**src/rtl/pipeline_hazard_controller_if.sv**
```systemverilog
// Hazard-unit signal bundle: ID/EX/MEM observation inputs and barrier/PC control outputs.
// master = pipeline side, slave = pipeline_hazard_controller.
interface pipeline_hazard_controller_if;
    logic [4:0] idLHSRegisterIndex;
    logic [4:0] idRHSRegisterIndex;
    logic       idUsesLHS;
    logic       idUsesRHS;
    logic       exMemRead;
    logic [4:0] exWriteRegisterIndex;
    logic       exBranchTaken;
    logic       memRequest;
    logic       memReady;

    logic       pcWrite;
    logic       ifIdDontUpdate;
    logic       ifIdFlush;
    logic       idExDontUpdate;
    logic       idExFlush;
    logic       exMemDontUpdate;
    logic [1:0] hazardState;

    modport master (
        output idLHSRegisterIndex, idRHSRegisterIndex, idUsesLHS, idUsesRHS,
               exMemRead, exWriteRegisterIndex, exBranchTaken, memRequest, memReady,
        input  pcWrite, ifIdDontUpdate, ifIdFlush, idExDontUpdate, idExFlush,
               exMemDontUpdate, hazardState
    );

    modport slave (
        input  idLHSRegisterIndex, idRHSRegisterIndex, idUsesLHS, idUsesRHS,
               exMemRead, exWriteRegisterIndex, exBranchTaken, memRequest, memReady,
        output pcWrite, ifIdDontUpdate, ifIdFlush, idExDontUpdate, idExFlush,
               exMemDontUpdate, hazardState
    );
endinterface

```
**src/rtl/pipeline_hazard_controller.sv**
```systemverilog
// Mealy stall/flush controller for the 5-stage pipeline barriers and PC.
// Optional statistics counters are built only when HAZARD_STATS_EN is defined.
module pipeline_hazard_controller #(
    parameter int unsigned FLUSH_CYCLES = 1,
    parameter int unsigned STAT_WIDTH   = 32
) (
    input  logic                  clk,
    input  logic                  rst,
    pipeline_hazard_controller_if.slave hz,
    output logic [STAT_WIDTH-1:0] stallCycles,
    output logic [STAT_WIDTH-1:0] flushCount,
    output logic [STAT_WIDTH-1:0] memWaitCycles
);
    localparam logic [1:0] RUN          = 2'd0;
    localparam logic [1:0] LOAD_STALL   = 2'd1;
    localparam logic [1:0] BRANCH_FLUSH = 2'd2;
    localparam logic [1:0] MEM_WAIT     = 2'd3;

    localparam logic [3:0] FLUSH_INIT = 4'(FLUSH_CYCLES - 1);

    logic [1:0] state;
    logic [1:0] nextState;
    logic [3:0] cnt;
    logic [3:0] nextCnt;
    logic       loadUse;
    logic       memBusy;
    logic       stallEvent;
    logic       flushEvent;

    assign loadUse = hz.exMemRead && (hz.exWriteRegisterIndex != 5'd0) &&
                     ((hz.idUsesLHS && (hz.idLHSRegisterIndex == hz.exWriteRegisterIndex)) ||
                      (hz.idUsesRHS && (hz.idRHSRegisterIndex == hz.exWriteRegisterIndex)));
    assign memBusy = hz.memRequest && !hz.memReady;
    assign hz.hazardState = state;

    always_comb begin
        hz.pcWrite         = 1'b1;
        hz.ifIdDontUpdate  = 1'b0;
        hz.ifIdFlush       = 1'b0;
        hz.idExDontUpdate  = 1'b0;
        hz.idExFlush       = 1'b0;
        hz.exMemDontUpdate = 1'b0;
        nextState          = RUN;
        nextCnt            = cnt;
        stallEvent         = 1'b0;
        flushEvent         = 1'b0;

        if (rst) begin
            hz.pcWrite   = 1'b0;
            hz.ifIdFlush = 1'b1;
            hz.idExFlush = 1'b1;
            nextCnt      = '0;
        end else if (memBusy) begin
            // Freeze wins in every state; cnt is kept so an interrupted flush resumes.
            hz.pcWrite         = 1'b0;
            hz.ifIdDontUpdate  = 1'b1;
            hz.idExDontUpdate  = 1'b1;
            hz.exMemDontUpdate = 1'b1;
            nextState          = MEM_WAIT;
        end else begin
            case (state)
                RUN, LOAD_STALL: begin
                    if (hz.exBranchTaken) begin
                        hz.ifIdFlush = 1'b1;
                        hz.idExFlush = 1'b1;
                        flushEvent   = 1'b1;
                        if (FLUSH_CYCLES > 1) begin
                            nextState = BRANCH_FLUSH;
                            nextCnt   = FLUSH_INIT;
                        end
                    end else if (loadUse) begin
                        hz.pcWrite        = 1'b0;
                        hz.ifIdDontUpdate = 1'b1;
                        hz.idExFlush      = 1'b1;
                        stallEvent        = 1'b1;
                        nextState         = LOAD_STALL;
                    end
                end
                BRANCH_FLUSH: begin
                    hz.ifIdFlush = 1'b1;
                    hz.idExFlush = 1'b1;
                    nextCnt      = cnt - 4'd1;
                    nextState    = (cnt == 4'd1) ? RUN : BRANCH_FLUSH;
                end
                MEM_WAIT: begin
                    nextState = (cnt != 4'd0) ? BRANCH_FLUSH : RUN;
                end
                default: nextState = RUN;
            endcase
        end
    end

    always_ff @(posedge clk) begin
        if (rst) begin
            state <= RUN;
            cnt   <= '0;
        end else begin
            state <= nextState;
            cnt   <= nextCnt;
        end
    end

`ifdef HAZARD_STATS_EN
    always_ff @(posedge clk) begin
        if (rst) begin
            stallCycles   <= '0;
            flushCount    <= '0;
            memWaitCycles <= '0;
        end else begin
            if (stallEvent && (stallCycles != '1)) begin
                stallCycles <= stallCycles + 1'b1;
            end
            if (flushEvent && (flushCount != '1)) begin
                flushCount <= flushCount + 1'b1;
            end
            if (memBusy && (memWaitCycles != '1)) begin
                memWaitCycles <= memWaitCycles + 1'b1;
            end
        end
    end
`else
    assign stallCycles   = '0;
    assign flushCount    = '0;
    assign memWaitCycles = '0;
`endif
endmodule

```
**src/flat_wrapper.sv**
```systemverilog
// flat-port wrapper written by rule: the top's interface ports become plain ports
module pipeline_hazard_controller_flat 
#(
    parameter int unsigned FLUSH_CYCLES = 1,
    parameter int unsigned STAT_WIDTH   = 32
)
  (clk, rst, stallCycles, flushCount, memWaitCycles, hz_idLHSRegisterIndex, hz_idRHSRegisterIndex, hz_idUsesLHS, hz_idUsesRHS, hz_exMemRead, hz_exWriteRegisterIndex, hz_exBranchTaken, hz_memRequest, hz_memReady, hz_pcWrite, hz_ifIdDontUpdate, hz_ifIdFlush, hz_idExDontUpdate, hz_idExFlush, hz_exMemDontUpdate, hz_hazardState);
  pipeline_hazard_controller_if hz_i ();
  input  logic clk;
  input  logic rst;
  output logic [STAT_WIDTH-1:0] stallCycles;
  output logic [STAT_WIDTH-1:0] flushCount;
  output logic [STAT_WIDTH-1:0] memWaitCycles;
  input wire logic [$bits(hz_i.idLHSRegisterIndex)-1:0] hz_idLHSRegisterIndex;
  input wire logic [$bits(hz_i.idRHSRegisterIndex)-1:0] hz_idRHSRegisterIndex;
  input wire logic [$bits(hz_i.idUsesLHS)-1:0] hz_idUsesLHS;
  input wire logic [$bits(hz_i.idUsesRHS)-1:0] hz_idUsesRHS;
  input wire logic [$bits(hz_i.exMemRead)-1:0] hz_exMemRead;
  input wire logic [$bits(hz_i.exWriteRegisterIndex)-1:0] hz_exWriteRegisterIndex;
  input wire logic [$bits(hz_i.exBranchTaken)-1:0] hz_exBranchTaken;
  input wire logic [$bits(hz_i.memRequest)-1:0] hz_memRequest;
  input wire logic [$bits(hz_i.memReady)-1:0] hz_memReady;
  output wire logic [$bits(hz_i.pcWrite)-1:0] hz_pcWrite;
  output wire logic [$bits(hz_i.ifIdDontUpdate)-1:0] hz_ifIdDontUpdate;
  output wire logic [$bits(hz_i.ifIdFlush)-1:0] hz_ifIdFlush;
  output wire logic [$bits(hz_i.idExDontUpdate)-1:0] hz_idExDontUpdate;
  output wire logic [$bits(hz_i.idExFlush)-1:0] hz_idExFlush;
  output wire logic [$bits(hz_i.exMemDontUpdate)-1:0] hz_exMemDontUpdate;
  output wire logic [$bits(hz_i.hazardState)-1:0] hz_hazardState;
  assign hz_i.idLHSRegisterIndex = hz_idLHSRegisterIndex;
  assign hz_i.idRHSRegisterIndex = hz_idRHSRegisterIndex;
  assign hz_i.idUsesLHS = hz_idUsesLHS;
  assign hz_i.idUsesRHS = hz_idUsesRHS;
  assign hz_i.exMemRead = hz_exMemRead;
  assign hz_i.exWriteRegisterIndex = hz_exWriteRegisterIndex;
  assign hz_i.exBranchTaken = hz_exBranchTaken;
  assign hz_i.memRequest = hz_memRequest;
  assign hz_i.memReady = hz_memReady;
  assign hz_pcWrite = hz_i.pcWrite;
  assign hz_ifIdDontUpdate = hz_i.ifIdDontUpdate;
  assign hz_ifIdFlush = hz_i.ifIdFlush;
  assign hz_idExDontUpdate = hz_i.idExDontUpdate;
  assign hz_idExFlush = hz_i.idExFlush;
  assign hz_exMemDontUpdate = hz_i.exMemDontUpdate;
  assign hz_hazardState = hz_i.hazardState;
  pipeline_hazard_controller #(.FLUSH_CYCLES(FLUSH_CYCLES), .STAT_WIDTH(STAT_WIDTH)) u_core (.clk(clk), .rst(rst), .hz(hz_i), .stallCycles(stallCycles), .flushCount(flushCount), .memWaitCycles(memWaitCycles));
endmodule
```
**config.mk**
```make
export PLATFORM = sky130hd
export DESIGN_NAME = pipeline_hazard_controller_flat
export DESIGN_NICKNAME = d
export VERILOG_FILES = /design/src/rtl/pipeline_hazard_controller_if.sv /design/src/rtl/pipeline_hazard_controller.sv /design/src/flat_wrapper.sv
export SDC_FILE = /design/constraint.sdc
export NUM_CORES = 1
export LEC_CHECK = 0
export CAP_MARGIN = 10
export CORE_MARGIN = 5
export CORE_UTILIZATION = 26
export DETAILED_ROUTE_END_ITERATION = 8
export GPL_TIMING_DRIVEN = 0
export MAX_ROUTING_LAYER = met4
export PLACE_DENSITY = 0.88
export SETUP_SLACK_MARGIN = 0.1
export SLEW_MARGIN = 20
export SYNTH_ARGS = -nofsm -noshare
export SYNTH_HDL_FRONTEND = slang
export SYNTH_SLANG_ARGS = --single-unit
```
**constraint.sdc**
```tcl
create_clock -name clk -period 1.4 [get_ports clk]
set_input_delay 0.28 -clock clk [delete_from_list [all_inputs] [get_ports clk]]
set_output_delay 0.28 -clock clk [all_outputs]
set_load 0.02 [all_outputs]
```
---- Word level (Yosys, flattened, before mapping) ----
Index checks and enable logic that the tools add are counted.
word-level totals
  logic and storage cells ................. 48
  register bits ........................... 6
cells by class
  bitwise gates (word level) .............. 1
  $add $sub $neg .......................... 1
  reduce and logical (&&, ||, !) cells .... 12
  mux-type cells .......................... 26
  eq/ne operators ......................... 6
operators with widths
  cell                                              number
  two-way mux 1 bit                                 19
  == test 5 bit                                     2
  two-way mux 2 bit                                 4
  case mux 2 bit (3 select lines)                   1
  logical AND 1 bit                                 5
  nonzero test 5 bit                                1
  == test 2 bit, second input constant              2
  == test 4 x 1 -> 1 bit, second input constant     1
  case mux 1 bit (2 select lines)                   2
  nonzero test 4 bit                                1
  subtractor 4 x 1 -> 4 bit, second input constant  1
  == test 2 x 1 -> 1 bit, second input constant     1
  logical NOT 2 bit                                 1
  AND reduction 2 bit                               1
  OR reduction 2 bit                                1
  logical NOT 1 bit                                 1
  logical OR 1 bit                                  1
  NOT 1 bit                                         1

---- Longest topological paths before layout ----
Gate-level depths: netlist (run 1).
  depth in word-level cells ............... 9
  depth in mapped cells ................... 5

---- Worst setup path after synthesis (run 1) ----
No wires, ideal clock.
  kind .................................... register to output
  start ................................... reg u_core.state[1], in the netlist u_core.hz.hazardState[1]
  end ..................................... out hz_ifIdDontUpdate
  cell stages (with the launch flop) ...... 4
  data arrival time ....................... 1.400 ns
  buffers on the path ..................... 0
  data required time ...................... 1.120 ns
  path slack .............................. -0.280 ns
  cell sequence ........................... dfxtp_1 > or2_2 > or3_1 > o22ai_1
between the ends
  word-level cells in the longest chain between the ends .. 5
  elaborated cells between the ends (all ways) .. 6
  classes of those cells .................. eq/ne: 1; mux: 3; reduce/logical: 2
RTL lines
  element                                                             RTL line                          source
  from (decl)                                                         pipeline_hazard_controller.sv:21  logic [1:0] state;
  from (signal assigned)                                              pipeline_hazard_controller.sv:98  state <= nextState;
  == test 2 x 1 -> 1 bit / logical NOT 2 bit (equally long branches)  pipeline_hazard_controller.sv:61  case (state)
  OR reduction 2 bit (*)                                              pipeline_hazard_controller.sv:61
  two-way mux 1 bit (*)                                               pipeline_hazard_controller.sv:61
  two-way mux 1 bit (*)                                               pipeline_hazard_controller.sv:53  end else if (memBusy) begin
  two-way mux 1 bit (*)                                               pipeline_hazard_controller.sv:48  if (rst) begin
  to (decl)                                                           flat_wrapper.sv:24                output wire logic [$bits(hz_i.ifIdDontUpdate)-1:0] hz_ifIdDontUpdate;
Mark *: on every way between the ends. The rest lies on a longest branch, timed or not.

---- Worst setup path after layout (run 1) ----
  start ................................... in hz_exWriteRegisterIndex[4]
  end ..................................... out hz_idExFlush
between the ends
  word-level cells in the longest chain between the ends .. 9
  elaborated cells between the ends (all ways) .. 13
  classes of those cells .................. eq/ne: 2; mux: 5; reduce/logical: 6
RTL lines
  element                                      RTL line                                                            source
  from (decl)                                  flat_wrapper.sv:19                                                  input wire logic [$bits(hz_i.exWriteRegisterIndex)-1:0] hz_exWriteRegisterIndex;
  == test 5 bit, on equally long branches      pipeline_hazard_controller.sv:31, pipeline_hazard_controller.sv:32
  logical AND 1 bit, on equally long branches  pipeline_hazard_controller.sv:31, pipeline_hazard_controller.sv:32
  logical OR 1 bit                             pipeline_hazard_controller.sv:31                                    ((hz.idUsesLHS && (hz.idLHSRegisterIndex == hz.exWriteRegisterIndex)) ||
  logical AND 1 bit (*)                        pipeline_hazard_controller.sv:30                                    assign loadUse = hz.exMemRead && (hz.exWriteRegisterIndex != 5'd0) &&
  two-way mux 1 bit (*)                        pipeline_hazard_controller.sv:71                                    end else if (loadUse) begin
  two-way mux 1 bit (*)                        pipeline_hazard_controller.sv:63                                    if (hz.exBranchTaken) begin
  case mux 1 bit (2 select lines) (*)          pipeline_hazard_controller.sv:61
  two-way mux 1 bit (*)                        pipeline_hazard_controller.sv:53
  two-way mux 1 bit (*)                        pipeline_hazard_controller.sv:48
  to (decl)                                    flat_wrapper.sv:27                                                  output wire logic [$bits(hz_i.idExFlush)-1:0] hz_idExFlush;
Marked as above.

==> metrics.md, run 1 <==
| Metric | Value |
|---|---|
| TritonCTS clock tree | `built` |
| DP HPWL | `around 2600 microns` |
| Largest net degree at the start of global routing | `6` |
| Post-synthesis async set-or-reset flop share | `0%` |
| CP max stage cell | `or4_4` |
| RSZ-0062 raised after global routing | `true` |
| # IOs | `127` |
| Final core occ | `47.3%` |
| Vias | `around 1100` |
| Net Sw Frac | `between 40% and 50%` |
| Yosys cell types | `32` |
| Critical Path Source | `hz_exWriteRegisterIndex[4]` |
| Synth warn | `0` |
| Initial Util | `a little over a quarter` |
| CTS Buffer Depth | `2` |
| Total Wirelength | `2950 microns` |
| Pwr per Cell Area | `between 500 and 600 nW/um^2` |
| R2R Path Start | `u_core.hz.hazardState[1]$_SDFF_PP0_` |
| Overall global routing resource usage | `a little under a tenth` |
| Max Transition Viols Final | `0` |
| Final Hold Fails | `0` |
| Commonest cells in the netlist | `buf_4, xor2_1, dfxtp_1, nor2_1` |
| Row count | `24` |
| Die width | `slightly below 80 microns` |
| Area share of the largest cell type after synthesis | `around 61%` |
| DRC Markers | `0` |
| GRT overflow | `0` |
| Min Tclk post-route | `1740 ps` |
| Setup WS post-layout | `-340 ps` |
| Placer Congestion | `approximately 0.72` |
| Final instance area | `2090 sq um` |
| Drt pass-1 iters | `4` |
| Setup-failing EPs final | `4` |
| Routed wire per std cell | `~8.6 microns` |
| Cells after Synth | `154` |
| Latest clock arrival within the worst-skew pair | `roughly 220 ps` |
| Die Height | `around 78 microns` |
| Post-synth top flop | `dfxtp_1` |
| Clock power share | `22.2%` |
| Inserted Diodes | `0` |
| Worst hold path startpoint | `rst` |
| Fraction of layout cells with a size suffix above 1 | `~52%` |
| Data required, critical path | `1120 ps` |
| Die area | `just over 6000 sq um` |
| Part of the power in registers | `about 17%` |
| Critical path data arrival time | `about 1500 ps` |
| Hold Path Sink | `u_core.hz.hazardState[0]$_SDFF_PP0_` |
| Final Net Count | `around 320` |
| Cts-stage hold buffer count | `0` |
| Crit. End Element | `primary output` |
| Vias in the first global route | `approximately 1100` |
| Hold Path Stages | `3` |
| Number of synthesized flops with an enable pin | `0` |
| CTS sink cnt | `6` |
| Final period util | `124%` |
| Startpoint Class | `input pin` |
| Max FO, Critical Path | `3` |
| Comb pwr share | `between 60 and 70%` |
| Antenna-violating nets left | `0` |
| Max frequency | `575 MHz` |
| Iteration-0 DRC Markers | `11` |
| Switching power | `0.466 mW` |
| First-pass GRT wire length | `approximately 4500 microns` |
| CTS Buf Count | `3` |
| Failing checks | `setup timing` |
| Worst hold-check path type | `input pin to flop` |
| # port buffers | `30` |
| Critical path class | `input pin to primary output` |
| FF+latch count, synth | `6` |
| Peak VDD IR | `approximately 0.33 mV` |
| Pint | `~0.7 mW` |
| Worst-path clk slew | `30 ps` |
| Seq/Total Area, Yosys | `approximately a tenth` |
| Initial antenna violation count | `0` |
| Max-capacitance violation count | `0` |
| CP Cell Sequence | `buf_8, or4_4, o21ai_2, nand3b_1, o21bai_1, buf_4` |
| Mean Syn Cell Area | `7.80 sq um` |
| Top cells by area, synth | `buf_4, dfxtp_1, xor2_1` |
| Result of the run | `complete, but fails checks` |
| Root buffer cell | `clkbuf_8` |
| Count leader, synth | `buf_4` |
| Detail-routed via count per cell | `3.18` |
| Leakage | `around 1.3 nW` |
| P&R area growth vs syn | `74.0%` |
| CTS HTree Levels | `1` |
| Synthesized area | `roughly 1200 sq um` |
| Core Area | `4410 sq um` |
| Dominant cell type by area after synthesis | `buf_4` |
| R2R Path End | `u_core.hz.hazardState[0]$_SDFF_PP0_` |
| Max Clock Skew | `around 1.5 ps` |
| Placed Instance Area | `1940 sq um` |
| R2R Setup Slk | `between 200 and 250 ps` |
| Critical path's largest stage delay | `about 520 ps` |
| R2R depth | `3` |
## how the worst max path moves through the flow
| stage | end | slack [ps] | depth (start not counted) |
|---|---|---|---|
| 2_1_floorplan | hz_pcWrite | -180 | 4 |
| 3_3_place_gp | hz_pcWrite | -1210 | 6 |
| 3_5_place_dp | hz_pcWrite | -1260 | 6 |
| 4_1_cts | hz_ifIdDontUpdate | -380 | 4 |
| 5_1_grt | hz_idExFlush | -430 | 7 |
| 6_report | hz_idExFlush | -340 | 6 |
## power groups by stage
| stage | Combinational [mW] | Clock (mW) | Sequential (mW) |
|---|---|---|---|
| after CTS | 0.676 | 0.263 | 0.198 |
| after floorplan | 0.533 | 0 | 0.202 |
| final | 0.702 | 0.256 | 0.198 |
| after detailed placement | 0.652 | 0 | 0.202 |
| after global routing | 0.759 | 0.277 | 0.200 |
| after global placement | 0.645 | 0 | 0.200 |
## per-layer routing
| metal | global-route usage [%] | vias to the layer above | wire (microns) |
|---|---|---|---|
| met3 | 3.36 | 7 | 481 |
| met5 | - | - | 0 |
| met1 | 8.06 | 431 | 882 |
| met4 | 3.04 | 0 | 51 |
| met2 | 17.6 | 83 | 1530 |
| li1 | - | 565 | - |
## area by class of cell
type | count | area [sq um]
fill | 458 | 2320
tap | 52 | 65.1
inverter | 3 | 11.3
multi-input combinational | 141 | 785
buffer | 98 | 746
timing repair buffer | 39 | 317
sequential | 6 | 125
clock buffer | 3 | 41.3
## sequential cells by signal, indices dropped and copies added, names as in the netlist
register               count
u_core.cnt                 4
u_core.hz.hazardState      2
## cells by family after synthesis
family | synth area share (%)
adders and majority gates | 2.08
other | 0.312
AOI/OAI and AO/OA | 6.04
DFF | 10.0
buffers and inverters | 62.2
muxes | 0.833
xor gates and xnor gates | 9.48
and+or+nand+nor | 9.06
## metrics by stage
| step | setup slack [ps] | TNS (ps) | power [mW] | std cells | hold slack [ps] |
|---|---|---|---|---|---|
| after floorplan | -180 | -468 | 0.735 | 249 | 479 |
| after global placement | -1210 | -7960 | 0.845 | 331 | 497 |
| after detailed placement | -1260 | -8220 | 0.853 | 331 | 518 |
| after CTS | -380 | -1170 | 1.14 | 342 | 496 |
| after global routing | -434 | -1300 | 1.23 | 342 | 406 |
| final | -340 | -1030 | 1.16 | 342 | 393 |
## critical path: cells and delay by family
kind / cells / cell delay, ps
compound gates: 2 / 260
buf+inv: 2 / 260
simple gates: 2 / 660
## what timing repair did
item | in CTS | in global routing
buffers inserted | 8 | 1
pin swaps | 15 | 11
setup endpoints to repair | 13 | 8
hold endpoints to repair | 0 | 0
resized for setup | 113 | 18
## placed cells by master (no fill, tap or decap), types with 4 or more instances in the layout
| cell | netlist | routed |
|---|---|---|
| nor2_1 | 5 | 4 |
| buf_4 | 97 | 106 |
| clkbuf_8 | 0 | 4 |
| buf_6 | 0 | 9 |
| dfxtp_1 | 6 | 4 |
| conb_1 | 1 | 96 |
| clkbuf_2 | 0 | 5 |
| xor2_1 | 10 | 7 |
| buf_2 | 0 | 7 |
No activity file was read; power rests on OpenSTA's default activity.
==> run 2: changes to the inputs <==
--- a/config.mk
+++ b/config.mk
@@ -6,7 +6,6 @@
 export NUM_CORES = 1
 export LEC_CHECK = 0
 export CAP_MARGIN = 10
-export CORE_MARGIN = 5
 export CORE_UTILIZATION = 26
 export DETAILED_ROUTE_END_ITERATION = 8
 export GPL_TIMING_DRIVEN = 0
==> run 2 against run 1 <==
Net effect:
- the run still ends with setup timing left
- clock skew rose by 2.9 ps
- critical path depth shrank 2
- non-clock buffer count up 1
- first-iteration DRC count down 9.1%
- power grew 1.5%
- worst hold slack improved by 130 ps
- combinational power is 2% higher
- sequential share of layout area down 0.18 points
- register-to-register slack got worse by 60 ps
- routed wire length shrank 13%
- utilization is 1.4 points higher
- worst setup slack got worse by 16 ps
- critical path type is now flop to primary output
- largest power group unchanged
==> metrics.md, run 2 (same netlist as run 1, synthesis figures left out) <==
| Metric | Value |
|---|---|
| Result of the run | `complete, but fails checks` |
| Failing checks | `setup timing` |
| Final instance area | `2130 sq um (+2.2%)` |
| FF+latch area | `124 sq um (-1.0%)` |
| Drt pass-1 iters | `4 (unchanged)` |
| Final Net Count | `318 (+0.32%)` |
| DRC Markers | `0 (unchanged)` |
| First-pass GRT wire length | `3770 microns (-16%)` |
| Die width | `70.0 microns (-10%)` |
| Startpoint Class | `flop` |
| Worst hold-check path type | `flop to flop` |
| Placed Instance Area | `1940 sq um (unchanged)` |
| Leakage | `1.27 nW (+1.5%)` |
| Max reg flops | `4 (unchanged)` |
| Core Area | `4380 sq um (-0.68%)` |
| Detail-routed via count per cell | `3.22 (+1.3%)` |
| Root buffer cell | `clkbuf_8` |
| Hold Path Stages | `2 (-1)` |
| Max FO, Critical Path | `2 (-1)` |
| Peak VDD IR | `0.315 mV (-3.0%)` |
| Final Hold Fails | `0 (unchanged)` |
| # port buffers | `30 (unchanged)` |
| GRT overflow | `0 (unchanged)` |
| Inserted Diodes | `0 (unchanged)` |
| Cts-stage hold buffer count | `0 (unchanged)` |
| Latest clock arrival within the worst-skew pair | `230 ps (about the same)` |
| FILL cells | `447 (-2.4%)` |
| Data required, critical path | `1120 ps (about the same)` |
| CTS sink cnt | `6 (unchanged)` |
| Die Height | `70.0 microns (-10%)` |
| Setup-failing EPs final | `4 (unchanged)` |
| Most flops, register | `u_core.cnt` |
| Final TNS setup | `-1330 ps (-304 ps)` |
| Iteration-0 DRC Markers | `10 (-1)` |
| CTS Buf Count | `3 (unchanged)` |
| Multi-input gate area | `792 sq um (+0.96%)` |
| Vias in the first global route | `916 (-14%)` |
| CTS Buffer Depth | `2 (unchanged)` |
| Overall global routing resource usage | `9.84% (+0.70 points)` |
| Crit. End Element | `primary output` |
| Vias | `1103 (+1.6%)` |
| Final core occ | `48.7% (+1.4 points)` |
| R2R Path Start | `u_core.hz.hazardState[1]$_SDFF_PP0_` |
| # IOs | `127 (unchanged)` |
| Die area | `4900 sq um (-19%)` |
| RSZ-0062 raised after global routing | `true` |
| Overall Power | `1.17 mW (+1.5%)` |
| Total Wirelength | `2570 microns (-13%)` |
| Fraction of layout cells with a size suffix above 1 | `50.2% (-1.6 points)` |
| R2R Path End | `u_core.hz.hazardState[0]$_SDFF_PP0_` |
| Max Transition Viols Final | `0 (unchanged)` |
| Routed wire per std cell | `7.50 microns (-13%)` |
| Largest net degree at the start of global routing | `6 (unchanged)` |
| Critical path class | `flop to primary output` |
| Pwr per Cell Area | `549 nW/um^2 (-0.68%)` |
| Initial antenna violation count | `0 (unchanged)` |
| Worst-path clk slew | `40 ps (about the same)` |
| Setup WS post-layout | `-357 ps (-16.4 ps)` |
| Antenna-violating nets left | `0 (unchanged)` |
| P&R area growth vs syn | `77.7%` |
| Placer Congestion | `0.633 (-12%)` |
| Final period util | `125% (+1.2 points)` |
| Initial Util | `27.4% (+0.19 points)` |
| CTS HTree Levels | `1 (unchanged)` |
| Post-Place Worst Slack | `-1270 ps (-10.2 ps)` |
| DP HPWL | `2100 microns (-20%)` |
| Most common cell after layout, fill and taps aside | `buf_4` |
| Most frequent cells in the layout | `buf_4, conb_1, buf_6` |
| Hold Path Sink | `u_core.cnt[1]$_SDFFE_PP0P_` |
| Max frequency | `569 MHz (-0.93%)` |
| Row count | `24 (unchanged)` |
| R2R depth | `3 (unchanged)` |
| Critical path data arrival time | `1480 ps (+20 ps)` |
| TritonCTS clock tree | `built` |
| Min Tclk post-route | `1760 ps (+16.4 ps)` |
| R2R Setup Slk | `160 ps (-60 ps)` |
| Max-capacitance violation count | `0 (unchanged)` |
| Max Clock Skew | `4.46 ps (+2.91 ps)` |
| Worst hold path startpoint | `u_core.cnt[1]$_SDFFE_PP0P_` |
[run 2: cell type report]
class,count,share of cell area [%]
buffer,98,35.1
timing repair buffer,40,16.5
multi-input combinational,141,37.1
clock buffer,3,1.93
sequential,6,5.80
inverter,3,0.528
tap,52,3.05
[run 2: repair_timing]
action                                 4_1_cts  5_1_grt
resized for setup                          116       10
setup buffers                               10        0
pin swaps                                   21        2
setup endpoints to repair                   13        7
endpoints found under the hold margin        0        0
[run 2: per-stage QoR]
stage,instances,hold slack (ps)
floorplan,249,479
global placement,331,494
detailed placement,331,498
CTS,343,510
global route,343,587
finish,343,520
[run 2: worst max path at each step]
stage | endpoint | from | cells after the start
floorplan | hz_pcWrite | hz_exWriteRegisterIndex[3] | 4
global placement | hz_pcWrite | hz_exWriteRegisterIndex[3] | 6
detailed placement | hz_pcWrite | hz_exWriteRegisterIndex[3] | 6
CTS | hz_pcWrite | hz_idLHSRegisterIndex[1] | 6
global route | hz_pcWrite | hz_idLHSRegisterIndex[1] | 6
finish | hz_ifIdDontUpdate | u_core.hz.hazardState[1]$_SDFF_PP0_ | 4
[run 2: critical path, stage by stage, from the launching register on]
cell and delay, ps:
dfxtp_4 330, or2_4 260, or3_4 390, o22ai_4 140, buf_6 140
[run 2: power by group]
part           leakage (nW)  total [mW]  internal [mW]  switching [mW]
clock                0.0216       0.262          0.185          0.0774
sequential           0.0498       0.197          0.185          0.0122
combinational          1.20       0.713          0.331           0.382
total                  1.27        1.17          0.701           0.472
[run 2: routing by layer]
layer  track usage, %  share of wire [%]
met1             8.48                 31
met2             19.4                 54
met3             2.45                 13
met4             4.67                1.9
met5                -                  0
==> run 3: changes to the inputs <==
--- a/config.mk
+++ b/config.mk
@@ -6,11 +6,12 @@
 export NUM_CORES = 1
 export LEC_CHECK = 0
 export CAP_MARGIN = 10
-export CORE_UTILIZATION = 26
+export CORE_ASPECT_RATIO = 1.25
+export CORE_UTILIZATION = 31
 export DETAILED_ROUTE_END_ITERATION = 8
 export GPL_TIMING_DRIVEN = 0
 export MAX_ROUTING_LAYER = met4
-export PLACE_DENSITY = 0.88
+export PLACE_DENSITY = 0.95
 export SETUP_SLACK_MARGIN = 0.1
 export SLEW_MARGIN = 20
 export SYNTH_ARGS = -nofsm -noshare
==> constraint.sdc (replaced) <==
create_clock -name clk -period 2.1 [get_ports clk]
set_input_delay 0.42 -clock clk [delete_from_list [all_inputs] [get_ports clk]]
set_output_delay 0.42 -clock clk [all_outputs]
set_load 0.02 [all_outputs]
==> run 3 against run 2 <==
Net effect:
- the run ends with DRC left
- register-to-register slack improved by 740 ps
- flip-flop and latch count did not move
- largest cell class unchanged
- routed wire length fell by 2.3%
- clock skew fell by 2.4 ps
- power fell by 36%
- die area fell by 16%
- clock-buffer cell count did not move
- critical path depth rose by 3
- clock power fell by 35%
- non-clock buffer count fell by 7
- via count fell by 3.1%
==> metrics.md, run 3 (same netlist as run 1, synthesis figures left out) <==
| Metric | Value |
|---|---|
| Die width | `57.7 microns (-18%)` |
| RSZ-0062 raised after global routing | `true` |
| Initial antenna violation count | `0 (unchanged)` |
| Pwr per Cell Area | `375 nW/um^2 (-32%)` |
| DRC Markers | `11 (+11)` |
| Leakage | `1.21 nW (-5.2%)` |
| Min Hold Slack | `517 ps (-3.16 ps)` |
| DP HPWL | `2170 microns (+3.4%)` |
| Min Tclk post-route | `~2100 ps` |
| Most frequent cells in the layout | `buf_4, conb_1, xor2_1, clkdlybuf4s50_1, buf_2` |
| P&R area growth vs syn | `66.6%` |
| Critical path class | `input pin to primary output` |
| Final Net Count | `311 (-2.2%)` |
| Result of the run | `complete, but fails checks` |
| Non-Filler Instances | `323 (-5.8%)` |
| Max frequency | `between 400 and 500 MHz` |
| Startpoint Class | `input pin` |
| Inst Count DP | `318 (-3.9%)` |
| Max Clock Skew | `2.10 ps (-2.36 ps)` |
| Most common cell after layout, fill and taps aside | `buf_4` |
| Row count | `24 (unchanged)` |
| Worst-path clk slew | `40 ps (about the same)` |
| Vias in the first global route | `907 (-0.98%)` |
| Crit. End Element | `primary output` |
| Critical path data arrival time | `1670 ps (+190 ps)` |
| Data required, critical path | `1680 ps (+560 ps)` |
| CTS HTree Levels | `1 (unchanged)` |
| Peak VDD IR | `0.143 mV (-55%)` |
| Placed Instance Area | `1910 sq um (-1.6%)` |
| CTS Buf Count | `3 (unchanged)` |
| Drt pass-1 iters | `6 (+2)` |
| # port buffers | `30 (unchanged)` |
| Final TNS setup | `0 ps (+1330 ps)` |
| Total Wirelength | `2510 microns (-2.3%)` |
| # IOs | `127 (unchanged)` |
| Worst hold-check path type | `flop to flop` |
| Most flops, register | `u_core.cnt` |
| Vias | `1069 (-3.1%)` |
| Placer Congestion | `0.794 (+25%)` |
| Final Hold Fails | `0 (unchanged)` |
| Largest net degree at the start of global routing | `11 (+5)` |
| Failing checks | `DRC` |
| Final core occ | `55.5% (+6.8 points)` |
| Root buffer cell | `clkbuf_8` |
| Max FO, Critical Path | `3 (+1)` |
| Overall Power | `0.751 mW (-36%)` |
| Detail-routed via count per cell | `3.31 (+2.9%)` |
| Die Height | `71.6 microns (+2.3%)` |
| Max reg flops | `4 (unchanged)` |
| Routed wire per std cell | `7.78 microns (+3.7%)` |
| Overall global routing resource usage | `11.9% (+2.1 points)` |
| Max Transition Viols Final | `0 (unchanged)` |
| TritonCTS clock tree | `built` |
| Cts-stage hold buffer count | `0 (unchanged)` |
| Setup WS post-layout | `8.72 ps (+366 ps)` |
| Core Area | `3600 sq um (-18%)` |
| Final instance area | `2000 sq um (-6.3%)` |
| First-pass GRT wire length | `3680 microns (-2.4%)` |
| Initial Util | `33.3% (+5.9 points)` |
| Iteration-0 DRC Markers | `18 (+8)` |
| Setup-failing EPs final | `0 (-4)` |
| Die area | `4130 sq um (-16%)` |
| Antenna-violating nets left | `0 (unchanged)` |
| Max-capacitance violation count | `0 (unchanged)` |
| Inserted Diodes | `0 (unchanged)` |
| Post-Place Worst Slack | `-910 ps (+362 ps)` |
| Final period util | `99.6%` |
| GRT overflow | `0 (unchanged)` |
| Fraction of layout cells with a size suffix above 1 | `46.1% (-4.0 points)` |
| CTS sink cnt | `6 (unchanged)` |
| Latest clock arrival within the worst-skew pair | `220 ps (about the same)` |
| CTS Buffer Depth | `2 (unchanged)` |
## run 3: changes by cell type in the layout (fill, tap and decap cells not counted), moves of 3 or more
cell / change
clkdlybuf4s50_1: +6
buf_4: -5
dlygate4sd2_1: -3
buf_6: -6
## run 3: area by class of cell
type / instances / area, sq um
inverters: 3 / 11.3
repair buffers: 32 / 274
clock buffers: 3 / 41.3
well taps: 39 / 48.8
fillers: 330 / 1600
flip-flops and latches: 6 / 120
plain buffers: 99 / 749
multi-input cells: 141 / 756
## run 3: critical path: stages
cell and delay [ps]:
buf_6 100, xor2_2 160, nor4_2 310, a32oi_2 190, buf_4 180, o21bai_1 140, buf_4 160
## run 3: worst paths after layout
kind                                       startpoint                                  end  slack [ps]  depth (start not counted)
setup / recovery             hz_idLHSRegisterIndex[1]                         hz_idExFlush           9                          7
hold / removal             u_core.cnt[1]$_SDFFE_PP0P_           u_core.cnt[1]$_SDFFE_PP0P_         520                          2
setup reg to reg  u_core.hz.hazardState[1]$_SDFF_PP0_  u_core.hz.hazardState[0]$_SDFF_PP0_         900                          3
hold reg to reg            u_core.cnt[1]$_SDFFE_PP0P_           u_core.cnt[1]$_SDFFE_PP0P_         520                          2
## run 3: what timing repair did
action,4_1_cts,5_1_grt
setup endpoints to repair,6,5
endpoints found under the hold margin,0,0
pin swaps,18,1
gates resized for setup,98,3
setup buffers,2,0
## run 3: layer usage
layer	up-vias	GRT usage, %	wire [microns]
li1	556	-	-
met1	418	9.57	688
met2	90	24.0	1390
met3	5	2.53	391
met4	0	6.61	44
met5	-	-	0
## run 3: where the power goes
part / switching (mW) / internal [mW]
registers: 0.00839 / 0.124
clock network: 0.0467 / 0.123
logic: 0.247 / 0.203
total: 0.302 / 0.449
